===== config.mk =====
export PLATFORM = sky130hd
export DESIGN_NAME = des_sbox_seq
export DESIGN_NICKNAME = d
export VERILOG_FILES = /design/src/rtl/des_pkg.sv /design/src/rtl/des_sbox_lane.sv /design/src/rtl/des_sbox_seq.sv
export SDC_FILE = /design/constraint.sdc
export NUM_CORES = 1
export LEC_CHECK = 0
export CAP_MARGIN = 25
export CORE_ASPECT_RATIO = 1.2
export CORE_MARGIN = 2
export CORE_UTILIZATION = 40
export CTS_CLUSTER_DIAMETER = 120
export DETAILED_ROUTE_END_ITERATION = 12
export GPL_TIMING_DRIVEN = 0
export PLACE_DENSITY = 0.69
export SLEW_MARGIN = 20
export SYNTH_ARGS = -nofsm -noshare
export SYNTH_HDL_FRONTEND = slang
export SYNTH_SLANG_ARGS = --single-unit
export TNS_END_PERCENT = 50

===== constraint.sdc =====
create_clock -name clk -period 6.1 [get_ports clk]
set_clock_uncertainty 0.15 [all_clocks]
set_input_delay 1.525 -clock clk [delete_from_list [all_inputs] [get_ports clk]]
set_output_delay 1.525 -clock clk [all_outputs]
set_load 0.05 [all_outputs]

===== src/rtl/des_pkg.sv =====
// des_pkg: DES S-box tables (standard row-major, row={g6,g1}, col=g[5:2]), lookup helper and LANES legality check.
package des_pkg;
  typedef enum logic [1:0] {IDLE, BUSY, DONE} state_t;
  localparam logic [3:0] SBOX [1:8][0:63] = '{
    '{14, 4,13, 1, 2,15,11, 8, 3,10, 6,12, 5, 9, 0, 7,
       0,15, 7, 4,14, 2,13, 1,10, 6,12,11, 9, 5, 3, 8,
       4, 1,14, 8,13, 6, 2,11,15,12, 9, 7, 3,10, 5, 0,
      15,12, 8, 2, 4, 9, 1, 7, 5,11, 3,14,10, 0, 6,13},
    '{15, 1, 8,14, 6,11, 3, 4, 9, 7, 2,13,12, 0, 5,10,
       3,13, 4, 7,15, 2, 8,14,12, 0, 1,10, 6, 9,11, 5,
       0,14, 7,11,10, 4,13, 1, 5, 8,12, 6, 9, 3, 2,15,
      13, 8,10, 1, 3,15, 4, 2,11, 6, 7,12, 0, 5,14, 9},
    '{10, 0, 9,14, 6, 3,15, 5, 1,13,12, 7,11, 4, 2, 8,
      13, 7, 0, 9, 3, 4, 6,10, 2, 8, 5,14,12,11,15, 1,
      13, 6, 4, 9, 8,15, 3, 0,11, 1, 2,12, 5,10,14, 7,
       1,10,13, 0, 6, 9, 8, 7, 4,15,14, 3,11, 5, 2,12},
    '{ 7,13,14, 3, 0, 6, 9,10, 1, 2, 8, 5,11,12, 4,15,
      13, 8,11, 5, 6,15, 0, 3, 4, 7, 2,12, 1,10,14, 9,
      10, 6, 9, 0,12,11, 7,13,15, 1, 3,14, 5, 2, 8, 4,
       3,15, 0, 6,10, 1,13, 8, 9, 4, 5,11,12, 7, 2,14},
    '{ 2,12, 4, 1, 7,10,11, 6, 8, 5, 3,15,13, 0,14, 9,
      14,11, 2,12, 4, 7,13, 1, 5, 0,15,10, 3, 9, 8, 6,
       4, 2, 1,11,10,13, 7, 8,15, 9,12, 5, 6, 3, 0,14,
      11, 8,12, 7, 1,14, 2,13, 6,15, 0, 9,10, 4, 5, 3},
    '{12, 1,10,15, 9, 2, 6, 8, 0,13, 3, 4,14, 7, 5,11,
      10,15, 4, 2, 7,12, 9, 5, 6, 1,13,14, 0,11, 3, 8,
       9,14,15, 5, 2, 8,12, 3, 7, 0, 4,10, 1,13,11, 6,
       4, 3, 2,12, 9, 5,15,10,11,14, 1, 7, 6, 0, 8,13},
    '{ 4,11, 2,14,15, 0, 8,13, 3,12, 9, 7, 5,10, 6, 1,
      13, 0,11, 7, 4, 9, 1,10,14, 3, 5,12, 2,15, 8, 6,
       1, 4,11,13,12, 3, 7,14,10,15, 6, 8, 0, 5, 9, 2,
       6,11,13, 8, 1, 4,10, 7, 9, 5, 0,15,14, 2, 3,12},
    '{13, 2, 8, 4, 6,15,11, 1,10, 9, 3,14, 5, 0,12, 7,
       1,15,13, 8,10, 3, 7, 4,12, 5, 6,11, 0,14, 9, 2,
       7,11, 4, 1, 9,12,14, 2, 0, 6,10,13,15, 3, 5, 8,
       2, 1,14, 7, 4,10, 8,13,15,12, 9, 0, 3, 5, 6,11}};
  function automatic logic [3:0] sbox(input logic [2:0] box_idx, input logic [6:1] g6);
    return SBOX[int'(box_idx) + 1][{g6[6], g6[1], g6[5:2]}];
  endfunction
  function automatic bit lanes_ok(input int n);
    return n == 1 || n == 2 || n == 4 || n == 8;
  endfunction
endpackage


===== src/rtl/des_sbox_lane.sv =====
// des_sbox_lane: one combinational S-box lookup.
//   i_box [2:0] box index (0 = S1 .. 7 = S8), i_g [6:1] 6-bit group, o_s [4:1] S-box output.
module des_sbox_lane
  import des_pkg::*;
(
  input  logic [2:0] i_box,
  input  logic [6:1] i_g,
  output logic [4:1] o_s
);
  assign o_s = sbox(i_box, i_g);
endmodule


===== src/rtl/des_sbox_seq.sv =====
// des_sbox_seq: sequential DES S-layer, LANES S-boxes per cycle over 8/LANES cycles, valid/ready on both sides.
//   clk, rst_n (sync active-low); in_valid/in_ready/in_data[48:1]/in_key[48:1] operand side;
//   out_valid/out_ready/out_data[32:1] result side.
module des_sbox_seq
  import des_pkg::*;
#(
  parameter int LANES = 8
) (
  input  logic        clk,
  input  logic        rst_n,
  input  logic        in_valid,
  output logic        in_ready,
  input  logic [48:1] in_data,
  input  logic [48:1] in_key,
  output logic        out_valid,
  input  logic        out_ready,
  output logic [32:1] out_data
);
  localparam int STEPS = 8 / LANES;
  localparam int SW = STEPS > 1 ? $clog2(STEPS) : 1;
  if (!lanes_ok(LANES)) begin : g_bad_lanes
    $error("des_sbox_seq: LANES must be 1, 2, 4 or 8");
  end
  state_t          r_state, w_next;
  logic [SW-1:0]   r_step;
  logic [48:1]     r_op;
  logic [32:1]     r_res;
  logic            w_last, w_rdy, w_acc;
  logic [2:0]      w_box [LANES];
  logic [6:1]      w_grp [LANES];
  logic [4:1]      w_nib [LANES];
  assign w_last = r_step == SW'(STEPS - 1);
  assign w_rdy  = r_state == IDLE || (r_state == DONE && out_ready);
  assign w_acc  = in_valid && w_rdy;
  // Outputs are forced low while reset is held, not just after the reset edge.
  assign in_ready  = rst_n && w_rdy;
  assign out_valid = rst_n && r_state == DONE;
  assign out_data  = rst_n ? r_res : '0;
  for (genvar k = 0; k < LANES; k++) begin : g_lane
    assign w_box[k] = 3'(int'(r_step) * LANES + k);
    // Box b lives in operand bits [48-6b:43-6b], i.e. 42-6b above bit 1.
    assign w_grp[k] = 6'(r_op >> (42 - 6 * int'(w_box[k])));
    des_sbox_lane u_lane (
      .i_box (w_box[k]),
      .i_g   (w_grp[k]),
      .o_s   (w_nib[k])
    );
  end
  always_comb begin
    w_next = r_state;
    w_next = r_state == IDLE ? (in_valid ? BUSY : IDLE) :
             r_state == BUSY ? (w_last ? DONE : BUSY) :
             out_ready       ? (in_valid ? BUSY : IDLE) : DONE;
  end
  always_ff @(posedge clk) begin
    if (!rst_n) begin
      r_state <= IDLE;
      r_step  <= '0;
      r_op    <= '0;
      r_res   <= '0;
    end else begin
      r_state <= w_next;
      r_step  <= (r_state == BUSY && !w_last) ? r_step + SW'(1) : '0;
      if (w_acc) r_op <= in_data ^ in_key;
      if (r_state == BUSY)
        for (int k = 0; k < LANES; k++) r_res[32 - 4 * int'(w_box[k]) -: 4] <= w_nib[k];
    end
  end
endmodule

# --- Word-level counts from Yosys, hierarchy flattened ---
# Memory sizes are Yosys's and may differ from the RTL's.
# Cells that the tools add are included.
word_totals:
  reg_bits: 83
  mem_bits_ro: 28928
  in_bits: 100
  out_inout_bits: 34
  elab_cells: 167
  memories: 8
classes:
  addsub: 36
  mul: 7
  n_lt_le_gt_ge: 15
  eq_ne: 2
  shift: 21
  mux: 50
  n_bitwise: 16
  reduce_logical: 8
memory_table:
  columns: ["memory", "words", "word_bits", "read_ports", "rd_clocked_by_memory_dff", "wr", "line", "rtl"]
  rows:
  - ["(no name shown)", 16, 256, 1, 0, 0, "des_pkg.sv:38", "return SBOX[int'(box_idx) + 1][{g6[6], g6[1], g6[5:2]}];"]
  - ["(no name shown)", 16, 256, 1, 0, 0, "des_pkg.sv:38", null]
  - ["(no name shown)", 16, 256, 1, 0, 0, "des_pkg.sv:38", null]
  - ["(no name shown)", 16, 256, 1, 0, 0, "des_pkg.sv:38", null]
  - ["(no name shown)", 16, 256, 1, 0, 0, "des_pkg.sv:38", null]
  - ["(no name shown)", 16, 256, 1, 0, 0, "des_pkg.sv:38", null]
  - ["+2 memories", null, null, null, null, null, null, null]
op_table:
  columns: ["operator", "n"]
  rows:
  - ["2-to-1 mux 256 bit", 14]
  - ["right shift 48 x 32 -> 6 bit", 7]
  - ["variable shift 4 x 33 -> 36 bit (first input constant)", 7]
  - ["variable part select 4 x 33 -> 36 bit", 7]
  - ["negator 7 -> 33 bit", 7]
  - ["bitwise mux 32 bit", 7]
  - ["greater-or-equal comparator 32 x 5 -> 1 bit (second input constant)", 7]
  - ["inverter 32 bit", 7]
  - ["binary-select mux 4 bit (select 6 bit)", 7]
  - ["2-to-1 mux 4 bit", 16]
  - ["greater-or-equal comparator 7 bit (second input constant)", 8]
  - ["inverter 6 -> 7 bit", 8]
  - ["subtractor 6 x 5 -> 7 bit (first input constant)", 7]
  - ["bitwise XOR 48 bit", 1]
  - ["subtractor 6 x 6 -> 7 bit (first input constant)", 6]
  - ["2-to-1 mux 32 bit", 1]
  - ["multiplier 2 x 3 -> 5 bit (first input constant)", 6]
  - ["adder 3 x 1 -> 4 bit (second input constant)", 6]
  - ["adder 1 x 2 -> 3 bit (both inputs constant)", 3]
  - ["2-to-1 mux 2 bit", 4]
  - ["subtractor 6 x 4 -> 7 bit (first input constant)", 1]
  - ["adder 1 x 3 -> 3 bit (both inputs constant)", 2]
  - ["logical AND 1 bit", 5]
  - ["adder 1 x 1 -> 2 bit (both inputs constant)", 2]
  - ["9 further kinds", 9]

# --- Depth between registers and ports, before layout ---
# Gate-level depths: netlist of run 1.
depth:
  word_depth: 17
  depth_mapped: 9
  ltp_nobuf: 7

# --- Modules after synthesis ---
# A second synthesis of run 1 with hierarchy kept.
unflattened:
  hier_cells: 5035
  hier_area_um2: 31655.4
modules_own_cells:
  columns: ["module", "n_inst", "cells_each", "area_each_um2", "seq_area_each_um2"]
  rows:
  - ["des_sbox_lane (g_lane[0].u_lane ...)", 4, 579, 3477.1, 0.0]
  - ["des_sbox_lane (g_lane[5].u_lane ...)", 3, 575, 3478.3, 0.0]
  - ["des_sbox_seq", 1, 406, 3757.4, 1661.6]
  - ["des_sbox_lane (g_lane[4].u_lane)", 1, 588, 3554.7, 0.0]

# --- Worst setup path after synthesis of run 1 ---
# No wires, ideal clock.
synth_timing:
  path_kind: "input to output"
  start: "input port rst_n"
  end: "output port in_ready"
  t_arrival_ps: 2917
  required_time_ps: 4425
  slack_ps: 1508
  stages: 2
  path_buffers: 1
  path_cell_list: "clkbuf_1 > nor3b_1"
synth_between:
  elab_chain_cells: 1
synth_rtl:
  columns: ["item", "line", "rtl"]
  rows:
  - ["start, declared", "des_sbox_seq.sv:10", "input logic rst_n,"]
  - ["logical AND 1 bit", "des_sbox_seq.sv:36", "assign in_ready = rst_n && w_rdy;"]
  - ["end, declared", "des_sbox_seq.sv:12", "output logic in_ready,"]
# Every way passes these cells.

# --- Worst setup path in the final report of run 1 ---
layout_timing:
  start: "input port rst_n"
  end: "output port out_data[30] (netlist name)"
layout_between:
  elab_chain_cells: 1
layout_rtl:
  columns: ["item", "line", "rtl"]
  rows:
  - ["2-to-1 mux 32 bit", "des_sbox_seq.sv:38", "assign out_data = rst_n ? r_res : '0;"]
  - ["end, declared", "des_sbox_seq.sv:17", "output logic [32:1] out_data"]
# Every way passes these cells.

==> qor.yml, run 1 <==
yosys:
  yosysUniqueCellTypes: 76
  synth-simple-area-share: 0.181
  synthAdderAreaFrac: 0.0945
  synth_edf_count: 0
  synth_top_flop_cell: "dfxtp_1"
  synth.avg_cell_area_sq_um: 7.91
  synth_area_leader_cell: "dfxtp_1"
  synthDominantCellAreaShare: 0.199
  yosysSeqAreaShare: 0.199
  synth.area.mux_share: 0.0801
  synth_nets: 1217
  synth_top_family_by_area: "compound AO/OA/AOI/OAI gates"
  syn-cell-area_sq_um: 8340
  synth_area_leaders: "dfxtp_1, ha_1, xnor2_1"
  ys_async_sr_fraction: 0
  synthXorXnorAreaFrac: 0.0756
  yosysWarnings: 0
  synth_compound_area_frac: 0.285
  ys_ff_latch: 83
  syn_inst: 1054
timing:
  worstMarginPinSlew_ns: 0.787
  rsz0062_at_grt: "no"
  tns_ns: 0
  whs_ns: 0.381
  fmax_mhz: 173
  min_period_over_period: 0.945
  fin_crit_ns: 5.77
  final_max_slew_viol_count: 0
  relSlewSlack: 0.473
  finalHoldViolCount: 0
  setup_viol: 0
grt:
  grt_use_total: 0.222
  grt_max_degree: 14
  gr-total-overflow: 0
  grt_pass1_vias: 7896
  grt_pass1_wl_um: 39500
  antenna_found_initial: 0
worst_hold_path:
  hold_class: "register to register"
routing:
  drt-total-wl_um: 24100
  drc: 0
  first_pass_iters: 5
  wire_per_inst_um: 16.4
  drtIter0Drc: 678
  drt.antenna.violating_nets: 0
  via_per_inst: 5.63
  vias: 8269
clock_network:
  post-cts-setup-buffer-count: 0
  numClockSinks: 83
  cts_buffers: 9
  root_buffer: "clkbuf_16"
  worst_setup_hold_path_clk_slew_ns: 0.06
  clk_latency_ns: 0.35
  cts.htree.levels: 3
  cts_hold_buf: 0
  cts_resized: 0
  cts_tree: "done"
  cts.path.max_buffers: 2
die:
  core_area_sq_um: 20300
  io_pins: 134
  dieWidth_um: 136
  start_util: 0.410
  die_h_um: 162
  core.rowCount: 57
  dieArea_sq_um: 22000
placed_design:
  gp_congestion: 0.967
  dpl.cell_count: 1452
  dp_hpwl_um: 17900
  port_buffers: 133
  post_dp_cell_area_sq_um: 10000
cells_and_area:
  final_nets: 1361
  area_delta_synth_final_pct: 23.7
  final_common_cell: "clkdlybuf4s50_1"
  final_cells: 1468
  drive_gt1_frac: 0.0939
  num-fill-cells: 1985
  final_cell_mix: "clkdlybuf4s50_1, nand2_1, dfxtp_1, a21oi_1, o21ai_0"
  stdcell_area_sq_um: 10300
  insertedDiodeCount: 0
pwr:
  pwr-share-comb: 0.442
  p_leak_nw: 4.37
  intPower_mw: 1.39
  powerDensity_nw_per_um2: 214
  clkPwrFrac: 0.267
  seq_power_share: 0.291
  power_switching_share: 0.372
  max-vdd-ir-drop_mv: 0.146
  power.switching_uw: 821
critical_path:
  crit_arrival_ns: 4.09
  path_max_fanout: 10
  startpoint_type: "input pin"
  path_cells: "clkdlybuf4s50_1 > clkbuf_1 > clkbuf_1 > and2_1 > clkdlybuf4s50_1"
  cpLargestDelayFamily: "buffers and inverters"
  end_kind: "primary output"
  critPathMaxStageDelay_ns: 0.82
  worstPathRequired_ns: 4.43
  worst-path-buf-inv: 4
  crit_type: "input pin to primary output"
  worst_path_max_delay_cell: "clkdlybuf4s50_1"
status:
  status: "completed"
run:
  drv_cap: 0
[power by group through the flow]
stage / Clock, mW / Sequential [mW] / Combinational [mW]
floorplan: 0 / 0.640 / 0.700
global placement: 0 / 0.653 / 0.956
detailed placement: 0 / 0.654 / 0.962
CTS: 0.600 / 0.642 / 0.967
global route: 0.620 / 0.650 / 1.08
finish: 0.590 / 0.643 / 0.975
[cells in the mapped netlist (4+ instances only)]
cell type / number
mux2_2: 6
o31ai_1: 9
nand2_1: 102
o2111ai_1: 4
a211o_1: 10
nor2b_1: 17
o41ai_1: 4
o21a_1: 4
buf_4: 8
ha_1: 63
nand2b_1: 21
mux2i_1: 21
dfxtp_1: 83
mux4_2: 15
nand3b_1: 5
clkbuf_1: 40
and2_1: 35
buf_2: 45
or2_2: 8
nor3_1: 18
a211oi_1: 27
o211ai_1: 15
a31oi_1: 22
and3_1: 4
a21oi_1: 67
a21o_1: 7
inv_1: 49
nor3b_1: 13
xnor2_1: 63
nor2_1: 60
nand3_1: 6
buf_6: 5
o21ai_0: 65
xor2_1: 9
a2111oi_0: 6
a311oi_1: 5
o22ai_1: 5
o211a_1: 50
[metrics by stage]
| stage | setup WS (ns) | power (mW) | util |
|---|---|---|---|
| 3_3_place_gp | 0.404 | 1.61 | 0.492 |
| 6_report | 0.334 | 2.21 | 0.507 |
| 5_1_grt | 0.197 | 2.34 | 0.507 |
| 4_1_cts | 0.357 | 2.21 | 0.507 |
| 2_1_floorplan | 1.51 | 1.34 | - |
| 3_5_place_dp | 0.365 | 1.62 | 0.492 |
[path summary, 6_finish.rpt]
path         startpoint           end  slack [ns]  cells after the start
max               rst_n  out_data[30]        0.33                      5
min              r_step    r_state[1]        0.38                      2
max reg2reg     r_op[8]      r_res[5]        3.25                      8
min reg2reg      r_step    r_state[1]        0.38                      2
[flip-flops by register name, indices dropped and copies added (netlist names)]
register,count
r_state,2
r_step,1
r_op,48
r_res,32
[cells by family after synthesis]
logic type      after synthesis
other cells                   1
mux                          44
simple gates                305
flops                        83
compound gates              334
buf+inv                     152
fa+ha+maj                    63
xor+xnor                     72
[worst min-delay path: cells and delay by family (launching register included)]
family | cells | cell delay (ns)
simple gates | 1 | 0.09
flops | 1 | 0.31
compound gates | 1 | 0.10
[cell type report]
| type | instances | area [sq um] | area share |
|---|---|---|---|
| plain buffers | 102 | 519 | 0.0503 |
| clock buffers | 11 | 233 | 0.0226 |
| clock inverters | 5 | 77.6 | 0.00752 |
| inverters | 50 | 188 | 0.0182 |
| multi-input cells | 819 | 5970 | 0.579 |
| flip-flops and latches | 83 | 1660 | 0.161 |
| well taps | 265 | 332 | 0.0321 |
| repair buffers | 133 | 1330 | 0.129 |
[per-layer routing]
layer,vias up,track usage,part of all wire
met5,-,0,0
met4,0,0.0777,0.025
met3,46,0.0334,0.060
met2,292,0.374,0.47
met1,3852,0.287,0.44
li1,4079,-,-
Power figures use the tool's default switching activity.
==> inputs of run 2 (changes only) <==
--- a/config.mk
+++ b/config.mk
@@ -5,7 +5,6 @@
 export SDC_FILE = /design/constraint.sdc
 export NUM_CORES = 1
 export LEC_CHECK = 0
-export CAP_MARGIN = 25
 export CORE_ASPECT_RATIO = 1.2
 export CORE_MARGIN = 2
 export CORE_UTILIZATION = 40
@@ -13,7 +12,6 @@
 export DETAILED_ROUTE_END_ITERATION = 12
 export GPL_TIMING_DRIVEN = 0
 export PLACE_DENSITY = 0.69
-export SLEW_MARGIN = 20
 export SYNTH_ARGS = -nofsm -noshare
 export SYNTH_HDL_FRONTEND = slang
 export SYNTH_SLANG_ARGS = --single-unit
==> results of run 2 <==
Final layout, timing and power as in run 1 (identical DEF).
